===== src/rtl/eco32_core_ifu_pkg.sv =====
// Shared IFU definitions: refill FSM state encoding and line geometry.
package eco32_core_ifu_pkg;

    localparam logic [1:0] IDLE = 2'd0;
    localparam logic [1:0] REQ  = 2'd1;
    localparam logic [1:0] FILL = 2'd2;
    localparam logic [1:0] DONE = 2'd3;

    localparam int LINE_WORDS = 8;
    localparam int NUM_TID    = 2;

    typedef enum logic [1:0] {
        ST_IDLE = IDLE,
        ST_REQ  = REQ,
        ST_FILL = FILL,
        ST_DONE = DONE
    } refill_state_e;

endpackage


===== src/rtl/eco32_core_ifu_icu_rr_arb.sv =====
// Two-input round-robin arbiter; the pointer flips to the other tid after every grant.
module eco32_core_ifu_icu_rr_arb
    import eco32_core_ifu_pkg::*;
(
    input  logic               clk,
    input  logic               rst_n,
    input  logic [NUM_TID-1:0] req,
    input  logic               take,
    output logic               gnt_vld,
    output logic               gnt_tid
);

    logic rr;

    always_comb begin
        gnt_vld = |req;
        gnt_tid = (&req) ? rr : req[1];
    end

    always_ff @(posedge clk or negedge rst_n) begin
        if (!rst_n)
            rr <= 1'b0;
        else if (take && gnt_vld)
            rr <= ~gnt_tid;
    end

endmodule


===== src/rtl/eco32_core_ifu_icu_refill_ctl.sv =====
// I-cache line refill controller: arbitrates thread misses, issues one line read, streams 8 beats
// into the way memory. ECO32_ICU_CRITICAL_WORD_FIRST_EN starts the fill at the missed word.
module eco32_core_ifu_icu_refill_ctl
    import eco32_core_ifu_pkg::*;
#(
    parameter int PAGE_ADDR_WIDTH = 5
) (
    input  logic                         clk,
    input  logic                         rst_n,
    input  logic [1:0]                   miss_req,
    input  logic [2*PAGE_ADDR_WIDTH-1:0] miss_page,
    input  logic [5:0]                   miss_offset,
    output logic [1:0]                   miss_done,
    output logic                         mem_rd_req,
    output logic                         mem_rd_tid,
    output logic [PAGE_ADDR_WIDTH-1:0]   mem_rd_page,
    output logic [2:0]                   mem_rd_offset,
    input  logic                         mem_rd_ack,
    input  logic                         mem_rd_vld,
    input  logic [71:0]                  mem_rd_data,
    output logic                         wr_ena,
    output logic                         wr_tid,
    output logic [PAGE_ADDR_WIDTH-1:0]   wr_page,
    output logic [2:0]                   wr_offset,
    output logic [71:0]                  wr_data,
    output logic                         o_busy
);

    refill_state_e              state, state_nxt;
    logic                       gnt_vld, gnt_tid;
    logic                       cur_tid;
    logic [PAGE_ADDR_WIDTH-1:0] cur_page;
    logic [2:0]                 start_off, start_off_nxt;
    logic [2:0]                 beat_cnt;
    logic                       last_beat;
    logic                       beat;

    eco32_core_ifu_icu_rr_arb u_arb (
        .clk     (clk),
        .rst_n   (rst_n),
        .req     (miss_req),
        .take    (state == ST_IDLE),
        .gnt_vld (gnt_vld),
        .gnt_tid (gnt_tid)
    );

`ifdef ECO32_ICU_CRITICAL_WORD_FIRST_EN
    assign start_off_nxt = gnt_tid ? miss_offset[5:3] : miss_offset[2:0];
`else
    logic unused_miss_offset;
    assign unused_miss_offset = ^miss_offset;
    assign start_off_nxt      = 3'd0;
`endif

    assign last_beat = (beat_cnt == 3'(LINE_WORDS - 1));
    assign beat      = (state == ST_FILL) && mem_rd_vld;

    always_ff @(posedge clk or negedge rst_n) begin
        if (!rst_n)
            state <= ST_IDLE;
        else
            state <= state_nxt;
    end

    always_comb begin
        state_nxt = state;
        unique case (state)
            ST_IDLE: if (gnt_vld)            state_nxt = ST_REQ;
            ST_REQ:  if (mem_rd_ack)         state_nxt = ST_FILL;
            ST_FILL: if (beat && last_beat)  state_nxt = ST_DONE;
            ST_DONE:                         state_nxt = ST_IDLE;
            default:                         state_nxt = ST_IDLE;
        endcase
    end

    // Grant context is captured once in IDLE; later changes on miss_* cannot disturb the fill.
    always_ff @(posedge clk or negedge rst_n) begin
        if (!rst_n) begin
            cur_tid   <= 1'b0;
            cur_page  <= '0;
            start_off <= 3'd0;
            beat_cnt  <= 3'd0;
        end else begin
            if (state == ST_IDLE && gnt_vld) begin
                cur_tid   <= gnt_tid;
                cur_page  <= gnt_tid ? miss_page[2*PAGE_ADDR_WIDTH-1:PAGE_ADDR_WIDTH]
                                     : miss_page[PAGE_ADDR_WIDTH-1:0];
                start_off <= start_off_nxt;
            end
            if (state == ST_REQ && mem_rd_ack)
                beat_cnt <= 3'd0;
            else if (beat)
                beat_cnt <= beat_cnt + 3'd1;
        end
    end

    always_ff @(posedge clk or negedge rst_n) begin
        if (!rst_n) begin
            wr_ena    <= 1'b0;
            wr_tid    <= 1'b0;
            wr_page   <= '0;
            wr_offset <= 3'd0;
            wr_data   <= '0;
        end else begin
            wr_ena <= beat;
            if (beat) begin
                wr_tid    <= cur_tid;
                wr_page   <= cur_page;
                wr_offset <= start_off + beat_cnt;
                wr_data   <= mem_rd_data;
            end
        end
    end

    // DONE is entered on the edge that also registers the 8th write, so both appear together.
    assign miss_done     = (state == ST_DONE) ? (cur_tid ? 2'b10 : 2'b01) : 2'b00;
    assign mem_rd_req    = (state == ST_REQ);
    assign mem_rd_tid    = cur_tid;
    assign mem_rd_page   = cur_page;
    assign mem_rd_offset = start_off;
    assign o_busy        = (state != ST_IDLE);

endmodule


===== config.mk =====
export PLATFORM = sky130hd
export DESIGN_NAME = eco32_core_ifu_icu_refill_ctl
export DESIGN_NICKNAME = d
export VERILOG_FILES = /design/src/rtl/eco32_core_ifu_pkg.sv /design/src/rtl/eco32_core_ifu_icu_rr_arb.sv /design/src/rtl/eco32_core_ifu_icu_refill_ctl.sv
export SDC_FILE = /design/constraint.sdc
export NUM_CORES = 1
export LEC_CHECK = 0
export CORE_UTILIZATION = 40
export CTS_CLUSTER_SIZE = 40
export DETAILED_ROUTE_END_ITERATION = 10
export GPL_ROUTABILITY_DRIVEN = 0
export PLACE_DENSITY_LB_ADDON = 0.15
export SYNTH_ARGS = -nofsm -noshare
export SYNTH_HDL_FRONTEND = slang
export SYNTH_SLANG_ARGS = --single-unit
export TNS_END_PERCENT = 30

===== constraint.sdc =====
create_clock -name clk -period 2.2 [get_ports clk]
set_clock_uncertainty 0.15 [all_clocks]
set_input_delay 0.66 -clock clk [delete_from_list [all_inputs] [get_ports clk]]
set_output_delay 0.66 -clock clk [all_outputs]
set_load 0.03 [all_outputs]

==> impl_results.md, run 1 <==
- Fill cells: 712
- Commonest non-fill, non-tap cell in the layout: dfrtp_1
- Critical Path Fanout Max: 5
- Max-cap check violation count: 0
- ANT cells: 0
- Most frequent cells in the layout: dfrtp_1, clkdlybuf4s50_1, mux2_2, dlygate4sd2_1, dlymetal6s2s_1
- IO Count: 189
- Total core area: 8890 um2
- Max Freq: 460 MHz
- FF-to-FF End: wr_data[20]
- Rows: 34
- Worst Reg-to-Reg Cells: 7
- Number of clock sinks: 94
- Num CTS Buffers: 9
- Crit path DAT: 1370 ps
- Setup slack, reg-to-reg: 260 ps
- GRT Util Overall: 0.187
- Vias: 2,631
- Placed Area: 5670 um2
- Fin. Hold Viols: 0
- Rel. slew slack: 0.633
- Fin crit share: 0.989
- CTS root buf: clkbuf_8
- Clk_lat worst skew: 350 ps
- Max IR drop VDD: 0.000713 V
- Fin crit period: 2180 ps
- Sequential fraction of the synthesis area: 0.631
- Post-Syn Instances: 234
- Crit start category: flop
- Initial Utilization: 0.419
- Pleak: 2.86 nW
- YS warnings: 0
- Max H-tree Level: 3
- Ratio of cells with drive above 1 in the final layout: 0.263
- Overflow after GRT: 0
- Critical Path Sink Type: primary output
- Largest net degree at the start of global routing: 40
- Vias in the first global route: 2,765
- DIE HEIGHT: 98.5 um
- Worst min path class: in2async
- RSZ-0062 raised after global routing: yes
- Drt pass-1 iters: 7
- Die area: 9710 um2
- Finished Cell Area: 5840 um2
- Setup violators final: 0
- Layout Utilization: 0.657
- Routed wire length: 8.67 mm
- Final HPWL DP: 6.40 mm
- CTS tree: built
- Initial antenna violation count: 0
- Crit Reg-Reg Startpoint: state[0]
- Longest Clk Path Bufs: 2
- First-pass GRT wire length: 14.1 mm
- Fin nets: 525
- Required time worst endpoint: 1390 ps
- Vias per cell: 4.90
- Worst Tran Pin Value: 550 ps
- Clock slew at reported path FFs: 90 ps
- Mean post-synth cell area: 15.9 um2
- I/O Buffers: 179
- DRC: 15
- P per Cell Area: 1520 nW/um2
- Final slew viol count: 0
- Post-synth cell types: 24
- Area delta synth->final: 56.6%
- Hold-fix buffers at CTS: 0
- Setup bufs post-CTS: 0
- WL per Instance: 16.2 um
- Status: finished with violations
- CP Class: reg2out
- Final ANT Viol Nets: 0
- Die X: 98.5 um
- Area of the mapped netlist: 3730 um2
- DR iter-0 viols: 61
- Failing checks: design-rule violations
- #FFs+latches synth: 94
where the power goes:
group          switching [mW]  internal [mW]
combinational            2.77           2.07
sequential              0.403           2.59
clock                   0.598          0.478
flip-flops by register name, summed over array words and instances, names as in the netlist:
signal and flops:
mem_rd_tid 1, mem_rd_page 5, wr_page 5, u_arb.rr 1
beat_cnt 3, wr_ena 1, state 2, wr_tid 1
wr_offset 3, wr_data 72
worst max path at each step:
stage	end	start	slack [ps]	depth (start not counted)
after floorplan	miss_done[0]	mem_rd_tid	400	1
after global placement	wr_data[14]	mem_rd_vld	-40	5
after detailed placement	wr_data[20]	mem_rd_vld	-40	5
after CTS	miss_done[0]	state[0]	-20	3
after global routing	mem_rd_req	state[1]	-40	4
final	mem_rd_req	state[1]	20	4
synth_stat cells:
library cell	number	area [um2]
a21o_1	2	15.0
buf_6	7	78.8
a21oi_1	5	25.0
nand2_1	3	11.3
dfrtp_1	94	2350
buf_4	3	22.5
nor2_1	2	7.51
ha_1	7	87.6
nor2b_1	2	12.5
mux2_1	7	78.8
mux2i_1	2	20.0
inv_2	1	3.75
mux2_2	75	845
buf_2	2	10.0
a221oi_2	1	15.0
inv_1	4	15.0
nand2_2	1	6.26
a2bb2oi_1	1	8.76
a221o_1	5	50.1
o21ai_1	1	5.00
a21oi_2	1	8.76
and2_1	6	37.5
conb_1	1	3.75
xnor2_1	1	8.76
through the flow:
step	setup WS [ps]	TNS [ps]	hold WS, ps	power, mW	cells
after global placement	-40.6	-1370	318	8.25	521
after CTS	-17.3	-17.3	64.5	9.06	537
after detailed placement	-44.3	-1290	325	8.39	521
after floorplan	402	0	214	6.14	236
final	23.9	0	62.1	8.90	537
after global routing	-38.0	-72.6	68.6	9.40	537
area by class of cell:
cell class | instances | area [um2] | share of cell area
inverter | 5 | 18.8 | 0.00321
clock buffer | 12 | 155 | 0.0266
timing repair buffer | 189 | 1880 | 0.322
multi-input combinational | 125 | 1270 | 0.217
clock inverter | 4 | 30.0 | 0.00514
tap | 108 | 135 | 0.0231
sequential | 94 | 2350 | 0.403
timing repair:
item | 4_1_cts | 5_1_grt
endpoints found under the setup margin | 67 | 27
hold endpoints to repair | 0 | 0
gates resized for setup | 76 | 26
worst max-delay path, cell delays in order (launching register included):
cell	delay [ps]
dfrtp_1	390
buf_4	150
inv_2	80
ha_2	230
buf_4	180
cells by family after synthesis:
| group | count (synthesis) | share of synthesized area |
|---|---|---|
| compound gates | 16 | 0.0342 |
| xor+xnor | 1 | 0.00235 |
| fa+ha+maj | 7 | 0.0235 |
| buf+inv | 17 | 0.0349 |
| flops | 94 | 0.631 |
| mux | 84 | 0.253 |
| other cells | 1 | 0.00101 |
| simple gates | 14 | 0.0201 |
metal layers:
layer  up-vias  wire (um)  global-route usage
met3        12        569              0.0390
met5         -          0                   0
met2       101       4510               0.332
met1      1321       3450               0.225
met4         0        138              0.0723
li1       1197          -                   -
Power figures use the tool's default switching activity.
==> run 2: changes to the inputs <==
--- a/config.mk
+++ b/config.mk
@@ -5,7 +5,7 @@
 export SDC_FILE = /design/constraint.sdc
 export NUM_CORES = 1
 export LEC_CHECK = 0
-export CORE_UTILIZATION = 40
+export CORE_UTILIZATION = 35
 export CTS_CLUSTER_SIZE = 40
 export DETAILED_ROUTE_END_ITERATION = 10
 export GPL_ROUTABILITY_DRIVEN = 0
==> run 2 against run 1 <==
Against the previous run: cell area about the same; routed wire length down 4.1%; maximum frequency up 1.1%; sequential power about the same; the flow now finishes without violations.
==> impl_results.md, run 2 (synthesis results as in run 1) <==
- Commonest non-fill, non-tap cell in the layout: dfrtp_1 (unchanged)
- Power after layout: 8.79 mW (was 8.90 mW)
- Register share of total power: 0.338 (was 0.336)
- Crit Reg-Reg Startpoint: state[0] (unchanged)
- Status: complete, no violations (was finished with violations)
- RSZ-0062 raised after global routing: yes (unchanged)
- Setup TNS: 0 ps (unchanged)
- Worst Tran Pin Value: 519 ps (was 550 ps)
- Drt pass-1 iters: 4 (was 7)
- Ratio of cells with drive above 1 in the final layout: 0.263 (about the same)
- Largest net degree at the start of global routing: 42 (was 40)
- CP top delay family: buffers and inverters (unchanged)
- Total core area: 10,300 um2 (was 8890 um2)
- Required time worst endpoint: 1390 ps (about the same)
- Worst Reg-to-Reg Cells: 7 (unchanged)
- Rows: 37 (was 34)
- Biggest register: wr_data (unchanged)
- Num CTS Buffers: 9 (unchanged)
- CP max-delay cell: clkdlybuf4s50_1 (was dfrtp_1)
- Max IR drop VDD: 0.000705 V (was 0.000713 V)
- Setup slack, reg-to-reg: 270 ps (was 260 ps)
- Vias per cell: 4.52 (was 4.90)
- I/O Buffers: 179 (unchanged)
- Fin crit period: 2150 ps (was 2180 ps)
- Fill cells: 878 (was 712)
- Setup violators final: 0 (unchanged)
- Vias in the first global route: 2,641 (was 2,765)
- Internal Power: 5.05 mW (was 5.13 mW)
- First-pass GRT wire length: 13.6 mm (was 14.1 mm)
- Pleak: 2.73 nW (was 2.86 nW)
- Crit path DAT: 1340 ps (was 1370 ps)
- Clock Power Share: 0.119 (was 0.121)
- Most frequent cells in the layout: dfrtp_1, clkdlybuf4s50_1, dlygate4sd2_1, mux2_2 (was dfrtp_1, clkdlybuf4s50_1, mux2_2, dlygate4sd2_1, dlymetal6s2s_1)
- Placed Area: 5700 um2 (was 5670 um2)
- ANT cells: 0 (unchanged)
- Clock slew at reported path FFs: 90 ps (about the same)
- Final slew viol count: 0 (unchanged)
- Sw Ratio: 0.426 (was 0.423)
- Gate power share: 0.543 (about the same)
- WL per Instance: 14.7 um (was 16.2 um)
- Cell Chain, Critical Path: clkdlybuf4s50_1 (was buf_4 -> inv_2 -> ha_2 -> buf_4)
- CP max stage delay: 670 ps (was 390 ps)
- Max reg flops: 72 (unchanged)
- Max Freq: 464 MHz (was 460 MHz)
- Finished Cell Area: 5840 um2 (about the same)
- Max-cap check violation count: 0 (unchanged)
- CTS root buf: clkbuf_8 (unchanged)
- Rel. slew slack: 0.654 (was 0.633)
- Final ANT Viol Nets: 0 (unchanged)
- Area delta synth->final: 56.6% (about the same)
- Die area: 11,100 um2 (was 9710 um2)
- Max H-tree Level: 3 (unchanged)
- Vias: 2,558 (was 2,631)
- DIE HEIGHT: 105 um (was 98.5 um)
- Final HPWL DP: 6.06 mm (was 6.40 mm)
- CTS tree: built (unchanged)
- P per Cell Area: 1510 nW/um2 (was 1520 nW/um2)
- Hold-fix buffers at CTS: 0 (unchanged)
- DRC: 0 (was 15)
- Number of clock sinks: 94 (unchanged)
- Fin. Hold Viols: 0 (unchanged)
- Crit start category: flop (unchanged)
- Crit path buf inv count: 1 (was 3)
- Critical Path Fanout Max: 2 (was 5)
- CP Class: reg2out (unchanged)
- Overflow after GRT: 0 (unchanged)
- FF-to-FF End: wr_data[71] (was wr_data[20])
- Die X: 105 um (was 98.5 um)
- GRT Util Overall: 0.159 (was 0.187)
- Clk_lat worst skew: 350 ps (about the same)
- Fin nets: 526 (was 525)
- Routed wire length: 8.32 mm (was 8.67 mm)
- Initial antenna violation count: 0 (unchanged)
- DR iter-0 viols: 58 (was 61)
- Critical Path Sink Type: primary output (unchanged)
- Switching power: 3.74 mW (was 3.77 mW)
- Longest Clk Path Bufs: 2 (unchanged)
- Worst min path class: in2async (unchanged)
- IO Count: 189 (unchanged)
- Initial Utilization: 0.361 (was 0.419)
- Fin crit share: 0.979 (was 0.989)
==> run 2: how the worst max path moves through the flow <==
stage / startpoint / to / slack [ps] / cells past startpoint
floorplan: mem_rd_tid / miss_done[0] / 400 / 1
global placement: mem_rd_vld / wr_data[19] / -50 / 5
detailed placement: mem_rd_vld / wr_data[3] / -60 / 5
CTS: state[1] / miss_done[0] / -20 / 3
global route: state[0] / o_busy / -10 / 5
finish: wr_data[22] / wr_data[22] / 50 / 1
==> run 2: layout make-up <==
class | instances | area [um2] | share of cell area
well taps | 136 | 170 | 0.0291
clock buffers | 12 | 145 | 0.0249
flip-flops and latches | 94 | 2350 | 0.403
clock inverters | 4 | 32.5 | 0.00557
repair buffers | 190 | 1840 | 0.315
inverters | 5 | 21.3 | 0.00364
multi-input cells | 125 | 1280 | 0.219
==> run 2: per-layer routing <==
layer / GRT usage / up-vias / share of wire
met5: 0 / - / 0
met3: 0.0322 / 13 / 0.053
met1: 0.209 / 1233 / 0.45
li1: - / 1212 / -
met4: 0.0724 / 0 / 0.022
met2: 0.252 / 100 / 0.48
==> run 2: what timing repair did <==
action / 4_1_cts / 5_1_grt
endpoints found under the setup margin: 81 / 13
pin swaps: 0 / 0
setup buffers: 0 / 1
gates resized for setup: 90 / 15
hold endpoints to repair: 0 / 0
cloned: 0 / 0
==> run 2: through the flow <==
step | worst slack (ps) | cells | utilization | hold WS (ps)
final | 46.7 | 566 | 0.566 | 67.2
after global routing | -14.9 | 566 | 0.566 | 69.2
after CTS | -22.6 | 565 | 0.562 | 50.9
after detailed placement | -63.2 | 549 | 0.553 | 328
after global placement | -51.5 | 549 | 0.553 | 321
after floorplan | 402 | 236 | - | 214
==> run 2: worst register-to-register path, cell delays in order, from the launching register on <==
cell and delay [ps]:
dfrtp_1 400, buf_6 140, inv_4 70, ha_1 220, nand2_2 90, inv_2 110
buf_12 240, mux2_2 390
==> run 2: power by group through the flow <==
stage | Sequential, mW | Clock [mW] | Combinational (mW)
after global routing | 3.11 | 1.15 | 5.04
final | 2.97 | 1.04 | 4.77
after floorplan | 4.66 | 0 | 1.48
after CTS | 2.99 | 1.10 | 4.83
after global placement | 3.02 | 0 | 5.24
after detailed placement | 3.06 | 0 | 5.28
==> run 3: changes to the inputs <==
--- a/config.mk
+++ b/config.mk
@@ -5,6 +5,7 @@
 export SDC_FILE = /design/constraint.sdc
 export NUM_CORES = 1
 export LEC_CHECK = 0
+export CORE_MARGIN = 5
 export CORE_UTILIZATION = 35
 export CTS_CLUSTER_SIZE = 40
 export DETAILED_ROUTE_END_ITERATION = 10
==> run 3 against run 2 <==
Against the previous run: register-to-register slack is essentially flat; routed wire length up 9.0%; sequential share of layout area decreased by 0.39 points; critical endpoint is now wr_data[28]; clock power grew 11%; setup slack got worse by 5.4 ps; worst hold slack worse by 2.7 ps; flip-flop and latch count stayed put; utilization increased by 0.30 points; die area grew 16%; clock-buffer cell count is the same; via count decreased by 0.16%.
==> impl_results.md, run 3 (synthesis results as in run 1) <==
- Max Freq: 463 MHz (was 464 MHz)
- Clk_lat worst skew: 340 ps (was 350 ps)
- Multi-input logic area: 1280 um2 (unchanged)
- Setup violators final: 0 (unchanged)
- Biggest register: wr_data (unchanged)
- Fin. Hold Viols: 0 (unchanged)
- Clock slew at reported path FFs: 80 ps (was 90 ps)
- CP max-delay cell: clkdlybuf4s50_1 (unchanged)
- Rows: 37 (unchanged)
- CTS root buf: clkbuf_8 (unchanged)
- Most frequent cells in the layout: dfrtp_1, clkdlybuf4s50_1, mux2_2, dlygate4sd2_1, dlymetal6s2s_1 (was dfrtp_1, clkdlybuf4s50_1, dlygate4sd2_1, mux2_2)
- Cell Chain, Critical Path: clkdlybuf4s50_1 (unchanged)
- Crit path DAT: 1350 ps (was 1340 ps)
- Max H-tree Level: 3 (unchanged)
- Routed wire length: 9.07 mm (was 8.32 mm)
- CP max stage delay: 670 ps (about the same)
- DIE HEIGHT: 113 um (was 105 um)
- Placed Area: 5720 um2 (was 5700 um2)
- I/O Buffers: 179 (unchanged)
- Setup bufs post-CTS: 0 (unchanged)
- IO Count: 189 (unchanged)
- First-pass GRT wire length: 14.4 mm (was 13.6 mm)
- Pleak: 2.80 nW (was 2.73 nW)
- Total core area: 10,400 um2 (was 10,300 um2)
- Critical Path Fanout Max: 2 (unchanged)
- Inst Count DP: 551 (was 549)
- CTS tree: built (unchanged)
- Setup WS pre-CTS: -72.9 ps (was -63.2 ps)
- Final slew viol count: 0 (unchanged)
- Vias in the first global route: 2,703 (was 2,641)
- Hold-fix buffers at CTS: 0 (unchanged)
- Status: complete, no violations (unchanged)
- Crit path buf inv count: 1 (unchanged)
- CP top delay family: buffers and inverters (unchanged)
- Worst min path class: in2async (unchanged)
- Max IR drop VDD: 0.000800 V (was 0.000705 V)
- Required time worst endpoint: 1390 ps (about the same)
- Initial Utilization: 0.360 (was 0.361)
- Largest net degree at the start of global routing: 37 (was 42)
- Layout Utilization: 0.569 (was 0.566)
- Ratio of cells with drive above 1 in the final layout: 0.267 (was 0.263)
- DRC: 0 (unchanged)
- Fill cells: 917 (was 878)
- Critical Path Sink Type: primary output (unchanged)
- WL per Instance: 16.0 um (was 14.7 um)
- Final HPWL DP: 6.98 mm (was 6.06 mm)
- Post-Layout Cell Count: 567 (was 566)
- Fin crit share: 0.981 (was 0.979)
- RSZ-0062 raised after global routing: yes (unchanged)
- Finished Cell Area: 5900 um2 (was 5840 um2)
- Num CTS Buffers: 9 (unchanged)
- FF/Latch Area: 2350 um2 (unchanged)
- Die X: 113 um (was 105 um)
- Number of clock sinks: 94 (unchanged)
- Die area: 12,800 um2 (was 11,100 um2)
- Final ANT Viol Nets: 0 (unchanged)
- Commonest non-fill, non-tap cell in the layout: dfrtp_1 (unchanged)
- Initial antenna violation count: 0 (unchanged)
- P per Cell Area: 1520 nW/um2 (was 1510 nW/um2)
- Drt pass-1 iters: 4 (unchanged)
- Fin crit period: 2160 ps (was 2150 ps)
- DR iter-0 viols: 75 (was 58)
- Max reg flops: 72 (unchanged)
- Vias per cell: 4.50 (was 4.52)
- Vias: 2,554 (was 2,558)
- Max-cap check violation count: 0 (unchanged)
- GRT Util Overall: 0.143 (was 0.159)
- ANT cells: 0 (unchanged)
- Crit start category: flop (unchanged)
- CP Class: reg2out (unchanged)
- Area delta synth->final: 58.2% (was 56.6%)
- Setup TNS: 0 ps (unchanged)
- Fin nets: 527 (was 526)
- Longest Clk Path Bufs: 2 (unchanged)
- Worst setup margin: 41.3 ps (was 46.7 ps)
- Overflow after GRT: 0 (unchanged)
run 3: cell types whose count changed in the layout (fill, tap and decap cells not counted), moves of 2 or more:
cell            previous run  this run
dlymetal6s2s_1            10        15
clkinv_2                   0         3
dlygate4sd2_1             77        72
clkinv_4                   2         0
clkinvlp_4                 2         0
run 3: layout make-up:
type / count / share of cell area
Clock buffer: 12 / 0.0263
Timing Repair Buffer: 191 / 0.317
Inverter: 5 / 0.00403
Clock inverter: 4 / 0.00764
Tap cell: 136 / 0.0289
Sequential cell: 94 / 0.399
Multi-Input combinational cell: 125 / 0.217
run 3: repair_timing:
action                     CTS  global route
pin swaps                    0             1
gates resized for setup     84            20
setup endpoints to repair   76            19
run 3: path summary, 6_finish.rpt:
| kind | from | end | slack [ps] | depth (start not counted) |
|---|---|---|---|---|
| setup reg to reg | state[0] | wr_data[24] | 280 | 7 |
| min in group clk | wr_data[43] | wr_data[43] | 330 | 1 |
| setup / recovery | wr_data[28] | wr_data[28] | 40 | 1 |
| max in group asynchronous | rst_n | wr_data[51] | 1330 | 2 |
| hold reg to reg | wr_data[43] | wr_data[43] | 330 | 1 |
| hold / removal | rst_n | wr_data[27] | 60 | 1 |
run 3: power by group:
part | leakage (nW) | switching [mW] | internal, mW
Clock | 0.106 | 0.563 | 0.583
Sequential | 1.13 | 0.376 | 2.59
Combinational | 1.57 | 2.81 | 2.06
run 3: stage by stage:
stage,hold WS (ps),total power [mW]
floorplan,214,6.14
global placement,317,8.32
detailed placement,324,8.43
CTS,57.3,9.15
global route,68.5,9.52
finish,64.5,8.98
run 3: layer usage:
| layer | part of all wire | track usage |
|---|---|---|
| met4 | 0.015 | 0.0569 |
| met1 | 0.40 | 0.167 |
| met5 | 0 | 0 |
| met3 | 0.070 | 0.0390 |
| met2 | 0.52 | 0.249 |
